===== config.mk =====
export PLATFORM = sky130hd
export DESIGN_NAME = vedic_mult_pipe_flat
export DESIGN_NICKNAME = d
export VERILOG_FILES = /design/src/rtl/vedic_mult_pipe_if.sv /design/src/rtl/vedic_mult_pipe.sv /design/src/flat_wrapper.sv
export SDC_FILE = /design/constraint.sdc
export NUM_CORES = 1
export LEC_CHECK = 0
export BUFFER_PORTS_ARGS = -buffer_cell sky130_fd_sc_hd__buf_2
export CAP_MARGIN = 10
export CORE_MARGIN = 1
export CORE_UTILIZATION = 50
export CTS_CLUSTER_SIZE = 25
export DETAILED_ROUTE_END_ITERATION = 10
export PLACE_DENSITY = 0.67
export SLEW_MARGIN = 10
export SYNTH_ARGS = -nofsm -noshare
export SYNTH_HDL_FRONTEND = slang
export SYNTH_SLANG_ARGS = --single-unit

===== constraint.sdc =====
create_clock -name clk -period 15.15 [get_ports clk]
set_input_delay 0.7575 -clock clk [delete_from_list [all_inputs] [get_ports clk]]
set_output_delay 0.7575 -clock clk [all_outputs]
set_load 0.05 [all_outputs]

===== src/rtl/vedic_mult_pipe_if.sv =====
// Handshake bundle for the pipelined Vedic multiplier.
//   in_valid/in_ready : operand-side handshake (a, b, op_signed qualified by in_valid)
//   out_valid/out_ready: product-side handshake (c qualified by out_valid)
//   busy               : some pipeline stage holds a live transaction
// The master modport is the side that supplies operands and consumes products.
// The slave modport is the multiplier itself.
interface vedic_mult_pipe_if #(
    parameter int WIDTH = 16
);
    logic                   in_valid;
    logic                   in_ready;
    logic [WIDTH-1:0]       a;
    logic [WIDTH-1:0]       b;
    logic                   op_signed;
    logic                   out_valid;
    logic                   out_ready;
    logic [2*WIDTH-1:0]     c;
    logic                   busy;

    modport master (
        output in_valid, a, b, op_signed, out_ready,
        input  in_ready, out_valid, c, busy
    );

    modport slave (
        input  in_valid, a, b, op_signed, out_ready,
        output in_ready, out_valid, c, busy
    );
endinterface


===== src/rtl/vedic_mult_pipe.sv =====
// Pipelined Urdhva-Tiryagbhyam (Vedic) multiplier, WIDTH x WIDTH -> 2*WIDTH.
// Three register stages: operand magnitudes, four half-width partial products,
// then recombination and sign restore. One product per cycle when not stalled.
// Ports:
//   clk    : rising-edge clock
//   rst_n  : asynchronous active-low reset, clears every stage
//   bus    : vedic_mult_pipe_if.slave (in_valid/in_ready, a, b, op_signed,
//            out_valid/out_ready, c, busy)

// Recursive Vedic array: splits each operand in half until the 2x2 urdhva
// cell is reached, then recombines the four sub-products with shifted adds.
module vedic_core #(
    parameter int N = 4
) (
    input  logic [N-1:0]   x,
    input  logic [N-1:0]   y,
    output logic [2*N-1:0] p
);
    if (N == 2) begin : g_cell
        // Vertical / crosswise columns of a 2x2 multiply; the only carry is
        // the one from the crosswise column into the top vertical term.
        logic cross_carry;
        always_comb begin
            p[0]        = x[0] & y[0];
            p[1]        = (x[1] & y[0]) ^ (x[0] & y[1]);
            cross_carry = (x[1] & y[0]) & (x[0] & y[1]);
            p[2]        = (x[1] & y[1]) ^ cross_carry;
            p[3]        = (x[1] & y[1]) & cross_carry;
        end
    end else begin : g_split
        localparam int H = N / 2;
        logic [N-1:0] ll, lh, hl, hh;
        logic [N:0]   mid;

        vedic_core #(.N(H)) u_ll (.x(x[H-1:0]), .y(y[H-1:0]), .p(ll));
        vedic_core #(.N(H)) u_lh (.x(x[H-1:0]), .y(y[N-1:H]), .p(lh));
        vedic_core #(.N(H)) u_hl (.x(x[N-1:H]), .y(y[H-1:0]), .p(hl));
        vedic_core #(.N(H)) u_hh (.x(x[N-1:H]), .y(y[N-1:H]), .p(hh));

        always_comb begin
            mid = {1'b0, lh} + {1'b0, hl};
            p   = {hh, {N{1'b0}}}
                + {{(H-1){1'b0}}, mid, {H{1'b0}}}
                + {{N{1'b0}}, ll};
        end
    end
endmodule

module vedic_mult_pipe #(
    parameter int WIDTH = 16
) (
    input  logic          clk,
    input  logic          rst_n,
    vedic_mult_pipe_if.slave bus
);
    localparam int H = WIDTH / 2;

    logic                 stall;

    logic                 v1_q, v1_d;
    logic                 neg1_q, neg1_d;
    logic [WIDTH-1:0]     ma_q, ma_d;
    logic [WIDTH-1:0]     mb_q, mb_d;

    logic                 v2_q, v2_d;
    logic                 neg2_q, neg2_d;
    logic [WIDTH-1:0]     ll_q, ll_d;
    logic [WIDTH-1:0]     lh_q, lh_d;
    logic [WIDTH-1:0]     hl_q, hl_d;
    logic [WIDTH-1:0]     hh_q, hh_d;

    logic                 out_valid_q, out_valid_d;
    logic [2*WIDTH-1:0]   c_q, c_d;

    logic [WIDTH-1:0]     mag_a, mag_b;
    logic [WIDTH-1:0]     ll_w, lh_w, hl_w, hh_w;
    logic [WIDTH:0]       mid_w;
    logic [2*WIDTH-1:0]   p_w;

    // A stalled output freezes the whole pipe, so the input side is only
    // ready when the product register is free to move.
    assign stall        = out_valid_q & ~bus.out_ready;
    assign bus.in_ready = ~stall;
    assign bus.out_valid = out_valid_q;
    assign bus.c        = c_q;
    assign bus.busy     = v1_q | v2_q | out_valid_q;

    // Half-width partial products of the stored magnitudes.
    vedic_core #(.N(H)) u_ll (.x(ma_q[H-1:0]),     .y(mb_q[H-1:0]),     .p(ll_w));
    vedic_core #(.N(H)) u_lh (.x(ma_q[H-1:0]),     .y(mb_q[WIDTH-1:H]), .p(lh_w));
    vedic_core #(.N(H)) u_hl (.x(ma_q[WIDTH-1:H]), .y(mb_q[H-1:0]),     .p(hl_w));
    vedic_core #(.N(H)) u_hh (.x(ma_q[WIDTH-1:H]), .y(mb_q[WIDTH-1:H]), .p(hh_w));

    // Next-state for all three stages. Bubbles travel with the data; the most
    // negative operand negates to itself, which read as unsigned is exactly
    // its magnitude, so no special case is needed.
    always_comb begin
        v1_d        = v1_q;
        neg1_d      = neg1_q;
        ma_d        = ma_q;
        mb_d        = mb_q;
        v2_d        = v2_q;
        neg2_d      = neg2_q;
        ll_d        = ll_q;
        lh_d        = lh_q;
        hl_d        = hl_q;
        hh_d        = hh_q;
        out_valid_d = out_valid_q;
        c_d         = c_q;

        mag_a = (bus.op_signed & bus.a[WIDTH-1]) ? -bus.a : bus.a;
        mag_b = (bus.op_signed & bus.b[WIDTH-1]) ? -bus.b : bus.b;
        mid_w = {1'b0, lh_q} + {1'b0, hl_q};
        p_w   = {hh_q, {WIDTH{1'b0}}}
              + {{(H-1){1'b0}}, mid_w, {H{1'b0}}}
              + {{WIDTH{1'b0}}, ll_q};

        if (!stall) begin
            v1_d        = bus.in_valid;
            neg1_d      = bus.op_signed & (bus.a[WIDTH-1] ^ bus.b[WIDTH-1]);
            ma_d        = mag_a;
            mb_d        = mag_b;
            v2_d        = v1_q;
            neg2_d      = neg1_q;
            ll_d        = ll_w;
            lh_d        = lh_w;
            hl_d        = hl_w;
            hh_d        = hh_w;
            out_valid_d = v2_q;
            c_d         = neg2_q ? -p_w : p_w;
        end
    end

    // Stage registers; reset discards anything in flight.
    always_ff @(posedge clk or negedge rst_n) begin
        if (!rst_n) begin
            v1_q        <= 1'b0;
            neg1_q      <= 1'b0;
            ma_q        <= '0;
            mb_q        <= '0;
            v2_q        <= 1'b0;
            neg2_q      <= 1'b0;
            ll_q        <= '0;
            lh_q        <= '0;
            hl_q        <= '0;
            hh_q        <= '0;
            out_valid_q <= 1'b0;
            c_q         <= '0;
        end else begin
            v1_q        <= v1_d;
            neg1_q      <= neg1_d;
            ma_q        <= ma_d;
            mb_q        <= mb_d;
            v2_q        <= v2_d;
            neg2_q      <= neg2_d;
            ll_q        <= ll_d;
            lh_q        <= lh_d;
            hl_q        <= hl_d;
            hh_q        <= hh_d;
            out_valid_q <= out_valid_d;
            c_q         <= c_d;
        end
    end
endmodule

===== src/flat_wrapper.sv =====
// flat-port wrapper written by rule: the top's interface ports become plain ports
module vedic_mult_pipe_flat 
#(
    parameter int WIDTH = 16
)
  (clk, rst_n, bus_in_valid, bus_a, bus_b, bus_op_signed, bus_out_ready, bus_in_ready, bus_out_valid, bus_c, bus_busy);
  vedic_mult_pipe_if #(.WIDTH(WIDTH)) bus_i ();
  input  logic clk;
  input  logic rst_n;
  input wire logic [$bits(bus_i.in_valid)-1:0] bus_in_valid;
  input wire logic [$bits(bus_i.a)-1:0] bus_a;
  input wire logic [$bits(bus_i.b)-1:0] bus_b;
  input wire logic [$bits(bus_i.op_signed)-1:0] bus_op_signed;
  input wire logic [$bits(bus_i.out_ready)-1:0] bus_out_ready;
  output wire logic [$bits(bus_i.in_ready)-1:0] bus_in_ready;
  output wire logic [$bits(bus_i.out_valid)-1:0] bus_out_valid;
  output wire logic [$bits(bus_i.c)-1:0] bus_c;
  output wire logic [$bits(bus_i.busy)-1:0] bus_busy;
  assign bus_i.in_valid = bus_in_valid;
  assign bus_i.a = bus_a;
  assign bus_i.b = bus_b;
  assign bus_i.op_signed = bus_op_signed;
  assign bus_i.out_ready = bus_out_ready;
  assign bus_in_ready = bus_i.in_ready;
  assign bus_out_valid = bus_i.out_valid;
  assign bus_c = bus_i.c;
  assign bus_busy = bus_i.busy;
  vedic_mult_pipe #(.WIDTH(WIDTH)) u_core (.clk(clk), .rst_n(rst_n), .bus(bus_i));
endmodule

# Word level (Yosys, flattened, before mapping)
# Index checks and enable logic that the tools add are counted.
# totals
ff_bits	133
inputBits	37
out_inout_bits	35
word_cells	602
# classes
n_addsub	66
mux	3
n_bitwise	521
# ops
cell	count
1-bit bitwise AND	388
1-bit bitwise XOR	129
8-bit by 4-bit adder with 8-bit output	16
8-bit by 7-bit adder with 8-bit output	16
4-bit by 4-bit adder with 5-bit output	16
16-bit by 13-bit adder with 16-bit output	4
16-bit by 8-bit adder with 16-bit output	4
8-bit by 8-bit adder with 9-bit output	4
32-bit by 16-bit adder with 32-bit output	1
32-bit by 25-bit adder with 32-bit output	1
16-bit two-way mux	2
32-bit two-way mux	1
16-bit negation	2
32-bit negation	1
16-bit by 16-bit adder with 17-bit output	1
1-bit inverter	2
1-bit OR	2

# Depth between registers and ports, before layout
# depth
ltp_word	9
mapped_depth	23
mapped_depth_nobuf	22

# Cells and area by module
# A second synthesis with hierarchy kept.
# hier_totals
cells_unflattened	2288
hier_area_um2	19472.4
# by_module_without_submodules
module	instances	cells_each	area_per_inst_um2	seq_area_each_um2
vedic_mult_pipe	1	986	8293.0	3328.2
vedic_core (u_core.u_hh.g_split.u_hh ...)	16	34	311.5	0.0
vedic_core (u_core.u_hh.g_split.u_hh.g_split.u_hh ...)	64	6	50.0	0.0
vedic_core (u_core.u_hh ...)	3	93	743.2	0.0
vedic_core (u_core.u_ll)	1	95	762.0	0.0

# Worst setup path before layout
# OpenSTA, ideal clock, no wires.
# synth_timing
path_kind	register -> register
startpoint	register u_core.hl_q[0]
endpoint	register u_core.c_q[26] (netlist: u_core.bus.c[26])
setup_time_ns	0.082
arrival_ns	4.950
required_time_ns	15.068
setup_slack_ns	10.118
path_stages_with_launch	23
n_path_buf	1
period_less_slack_ns	5.032
cell_sequence	dfrtp_1 -> ha_1 -> inv_1 -> fa_1 -> inv_1 -> a21oi_1 -> o21bai_1 -> a21o_1 -> a31o_2 -> a41o_1 -> o41a_1 -> xor2_1 -> ha_1 -> clkbuf_1 -> nand3_1 -> nor3b_1 -> o21ai_0 -> o21a_1 -> o31a_2 -> or4_4 -> or3_1 -> or4_1 -> a31oi_1
# synth_via
elab_chain_cells	5
# synth_rtl
element	line	text
start: declaration	vedic_mult_pipe.sv:69	logic [WIDTH-1:0] hl_q, hl_d;
start signal: assignment	vedic_mult_pipe.sv:158	hl_q <= hl_d;
16-bit by 16-bit adder with 17-bit output (*)	vedic_mult_pipe.sv:113	mid_w = {1'b0, lh_q} + {1'b0, hl_q};
32-bit by 25-bit adder with 32-bit output (*)	vedic_mult_pipe.sv:115	+ {{(H-1){1'b0}}, mid_w, {H{1'b0}}}
32-bit by 16-bit adder with 32-bit output (*)	vedic_mult_pipe.sv:116	+ {{WIDTH{1'b0}}, ll_q};
32-bit negation	vedic_mult_pipe.sv:130	c_d = neg2_q ? -p_w : p_w;
32-bit two-way mux (*)	vedic_mult_pipe.sv:130	
end signal: assignment	vedic_mult_pipe.sv:148	c_q <= '0;
end signal: assignment	vedic_mult_pipe.sv:161	c_q <= c_d;
end: declaration	vedic_mult_pipe.sv:73	logic [2*WIDTH-1:0] c_q, c_d;
# Mark *: on every way between the ends. The rest lies on a longest branch, timed or not.
# A chain may end at the register's enable or synchronous reset.

# Worst setup path after layout
# layout_timing
startpoint	register u_core.hl_q[0]
endpoint	register u_core.c_q[30] (netlist: u_core.bus.c[30])
# The elaborated chain is that of the path after synthesis.

==> impl_metrics.csv <==
group,metric,value,unit
route,routed_via_density,5.444,
setup_path,critPathLaunchType,"flip-flop",
route,ant_nets,0,
route,drcViolationCount,0,
run,max_cap_viol_count,0,
setup_path,startpoint,"u_core.hl_q[0]",
global_routing,grt-ovfl-total,0,
clock_network,clkLatencyLatePin,0.45,ns
synthesis,ys_types,80,
setup_path,r2r_end,"u_core.bus.c[30]",
clock_network,cts_buffer_depth,2,
floorplanning,die_w,195.5,µm
clock_network,cts_resized,0,
placed_design,routabilityCongestion,0.8368,
hold_path,hp-class,"input port to async pin",
setup_path,critPathKind,"flip-flop to flip-flop",
timing,finalMaxSlewViolations,0,
timing,fin_crit_sh,35.78,%
clock_network,clockRootBuffer,"clkbuf_16",
timing,max_slew_margin,30.28,%
timing,tns,0,ns
floorplanning,core,36700,µm²
clock_network,cts_tree,"yes",
route,drt_pass1_iterations,5,
cells_and_area,fillers,3375,
synthesis,synth_cells,2228,
route,vias,14870,
synthesis,ys_ff_latch,133,
global_routing,grt_pass1_wl,70.73,mm
route,wirelength,42.37,mm
timing,final-hold-violation-count,0,
synthesis,async_flop_share,100.0,%
setup_path,r2r-start,"u_core.hl_q[0]",
global_routing,grt_max_degree,95,
clock_network,hold_buffers,0,
clock_network,cts.clk_slew.worst_paths,0.06,ns
route,drt_iter0_drc,597,
global_routing,track_usage,22.78,%
clock_network,cts_buffers,17,
setup_path,cp-end-kind,"flip-flop",
floorplanning,start_util,50.99,%
setup_path,cp.required,15.48,ns
route,wl_per_cell,15.51,µm
global_routing,antenna_found_initial,1,
placed_design,hpwl,33.14,mm
timing,grt_setup_unrepaired,"false",
synthesis,yosys_warnings,0,
clock_network,cts_setup_buffers,0,
global_routing,grt_pass1_vias,14680,
timing,setup_viol,0,
synthesis,syn_area,18710,µm²
setup_path,arrival,5.75,ns
floorplanning,dieArea,38200,µm²
synthesis,ys_seq_area_share,17.79,%
cells_and_area,drive_above_1_share,6.189,%
synthesis,synthFlopType,"dfrtp_1",
setup_path,rr_worst_depth,21,
placed_design,port_buffers,71,
status,status,"completed",
timing,min_period,5.421,ns
floorplanning,pin_count,72,
setup_path,r2r_slack,9.73,ns
cells_and_area,areaGrowthSynthToFinish,7.008,%
synthesis,synth_nets,2684,
timing,fin_worst_skew,0.01290,ns
synthesis,yosys.area.top_type,"ha_1",
setup_path,crit_fanout,8,
floorplanning,chipHeight,195.5,µm
timing,fmax,0.1845,GHz
clock_network,clock-sinks,133,
timing,tightest_slew,1.020,ns
synthesis,synth_top_area_share,25.21,%
clock_network,h-tree-depth,4,
synthesis,synth.avg_cell_area,8.398,µm²
synthesis,ys_top_cells_by_area,"ha_1 (25%), dfrtp_1 (18%), and2_1 (8.5%)",
cells_and_area,final_nets,2705,
floorplanning,row_count,70,
synthesis,synth-edff-count,0,
[layout make-up]
type / instances / area, µm² / share of cell area [%]
antenna: 1 / 2.502 / 0.01250
clock inverter: 13 / 197.7 / 0.9873
tap: 468 / 585.6 / 2.924
sequential: 133 / 3328 / 16.62
timing repair buffer: 78 / 414.1 / 2.068
clock buffer: 19 / 432.9 / 2.162
multi-input combinational: 1851 / 14430 / 72.06
inverter: 168 / 633.1 / 3.162
[metrics by stage]
stage                     hold slack [ns]  cells  util [%]  setup WS, ns  area [µm²]
after floorplan                    0.4386   2228         -         10.12       18710
after global placement             0.4568   2698     52.84         9.818       19390
after detailed placement           0.4637   2698     52.84         9.709       19390
after CTS                          0.3486   2730     54.56         9.698       20020
after global routing               0.3881   2730     54.56         9.333       20020
final                              0.3279   2731     54.56         9.729       20020
[registers in the layout, summed over array words and instances (netlist names), 16 cells and up]
signal,count
u_core.bus.c,32
u_core.hh_q,16
u_core.hl_q,16
u_core.lh_q,16
u_core.ll_q,16
u_core.ma_q,16
u_core.mb_q,16
[layer usage]
metal / global-route usage, % / share of wire, %
met1: 29.97 / 49
met2: 39.11 / 47
met3: 2.919 / 2.7
met4: 6.153 / 1.7
met5: 0 / 0
[cells in the final DEF (no fill, tap or decap), types with 53 or more instances in the layout]
| cell type | netlist | final |
|---|---|---|
| and2_1 | 253 | 253 |
| dfrtp_1 | 133 | 133 |
| nor2_1 | 119 | 119 |
| a21oi_1 | 168 | 168 |
| a21o_1 | 79 | 79 |
| nand2_1 | 178 | 178 |
| xor2_1 | 53 | 53 |
| o21ai_0 | 111 | 111 |
| buf_2 | 1 | 70 |
| inv_1 | 168 | 167 |
| xnor2_1 | 178 | 178 |
| ha_1 | 377 | 377 |
[Yosys cell counts, drive strengths merged, types with 7 or more instances]
cell type  instances
and2             254
dfrtp            133
nor4              12
nand3             33
a21o              79
a21boi             8
o21bai            35
a211oi            11
xor2              53
nor3              21
inv              168
nand2b            20
xnor2            178
o31ai             22
nor2             119
fa                42
ha               377
nand2            178
nor2b             22
or3                7
a21oi            169
o21a              10
o21ai            113
clkbuf            70
[worst max-delay path by stage]
| stage | end | slack (ns) | cells after the start |
|---|---|---|---|
| after global placement | u_core.bus.c[30] | 9.82 | 21 |
| final | u_core.bus.c[30] | 9.73 | 21 |
| after detailed placement | u_core.bus.c[30] | 9.71 | 21 |
| after floorplan | u_core.bus.c[26] | 10.12 | 22 |
| after global routing | u_core.bus.c[30] | 9.33 | 18 |
| after CTS | u_core.bus.c[30] | 9.70 | 21 |
[critical path, stage by stage, from the launching register on]
cell      delay (ns)
dfrtp_1         0.38
ha_1            0.21
inv_1           0.07
fa_1            0.20
inv_1           0.05
a21oi_1         0.12
o21bai_1        0.10
a21o_1          0.20
a31o_2          0.25
a41o_1          0.25
o41a_1          0.35
a31oi_1         0.25
xnor2_1         0.16
ha_1            0.34
a21o_1          0.22
a21o_1          0.17
a21oi_1         0.39
o21a_1          0.38
mux2_2          0.39
a211oi_1        0.45
nand3_1         0.13
o211a_1         0.26
[cells by family after synthesis]
kind of cell / synth area share, %
and+or+nand+nor: 19.53
AOI/OAI and AO/OA: 16.53
adders and majority gates: 29.70
buffers and inverters: 5.142
xor gates and xnor gates: 10.81
DFF: 17.79
muxes: 0.5015
Power is not shown: default switching activity piles up to over one toggle a cycle in this logic, so the estimate is an artifact.
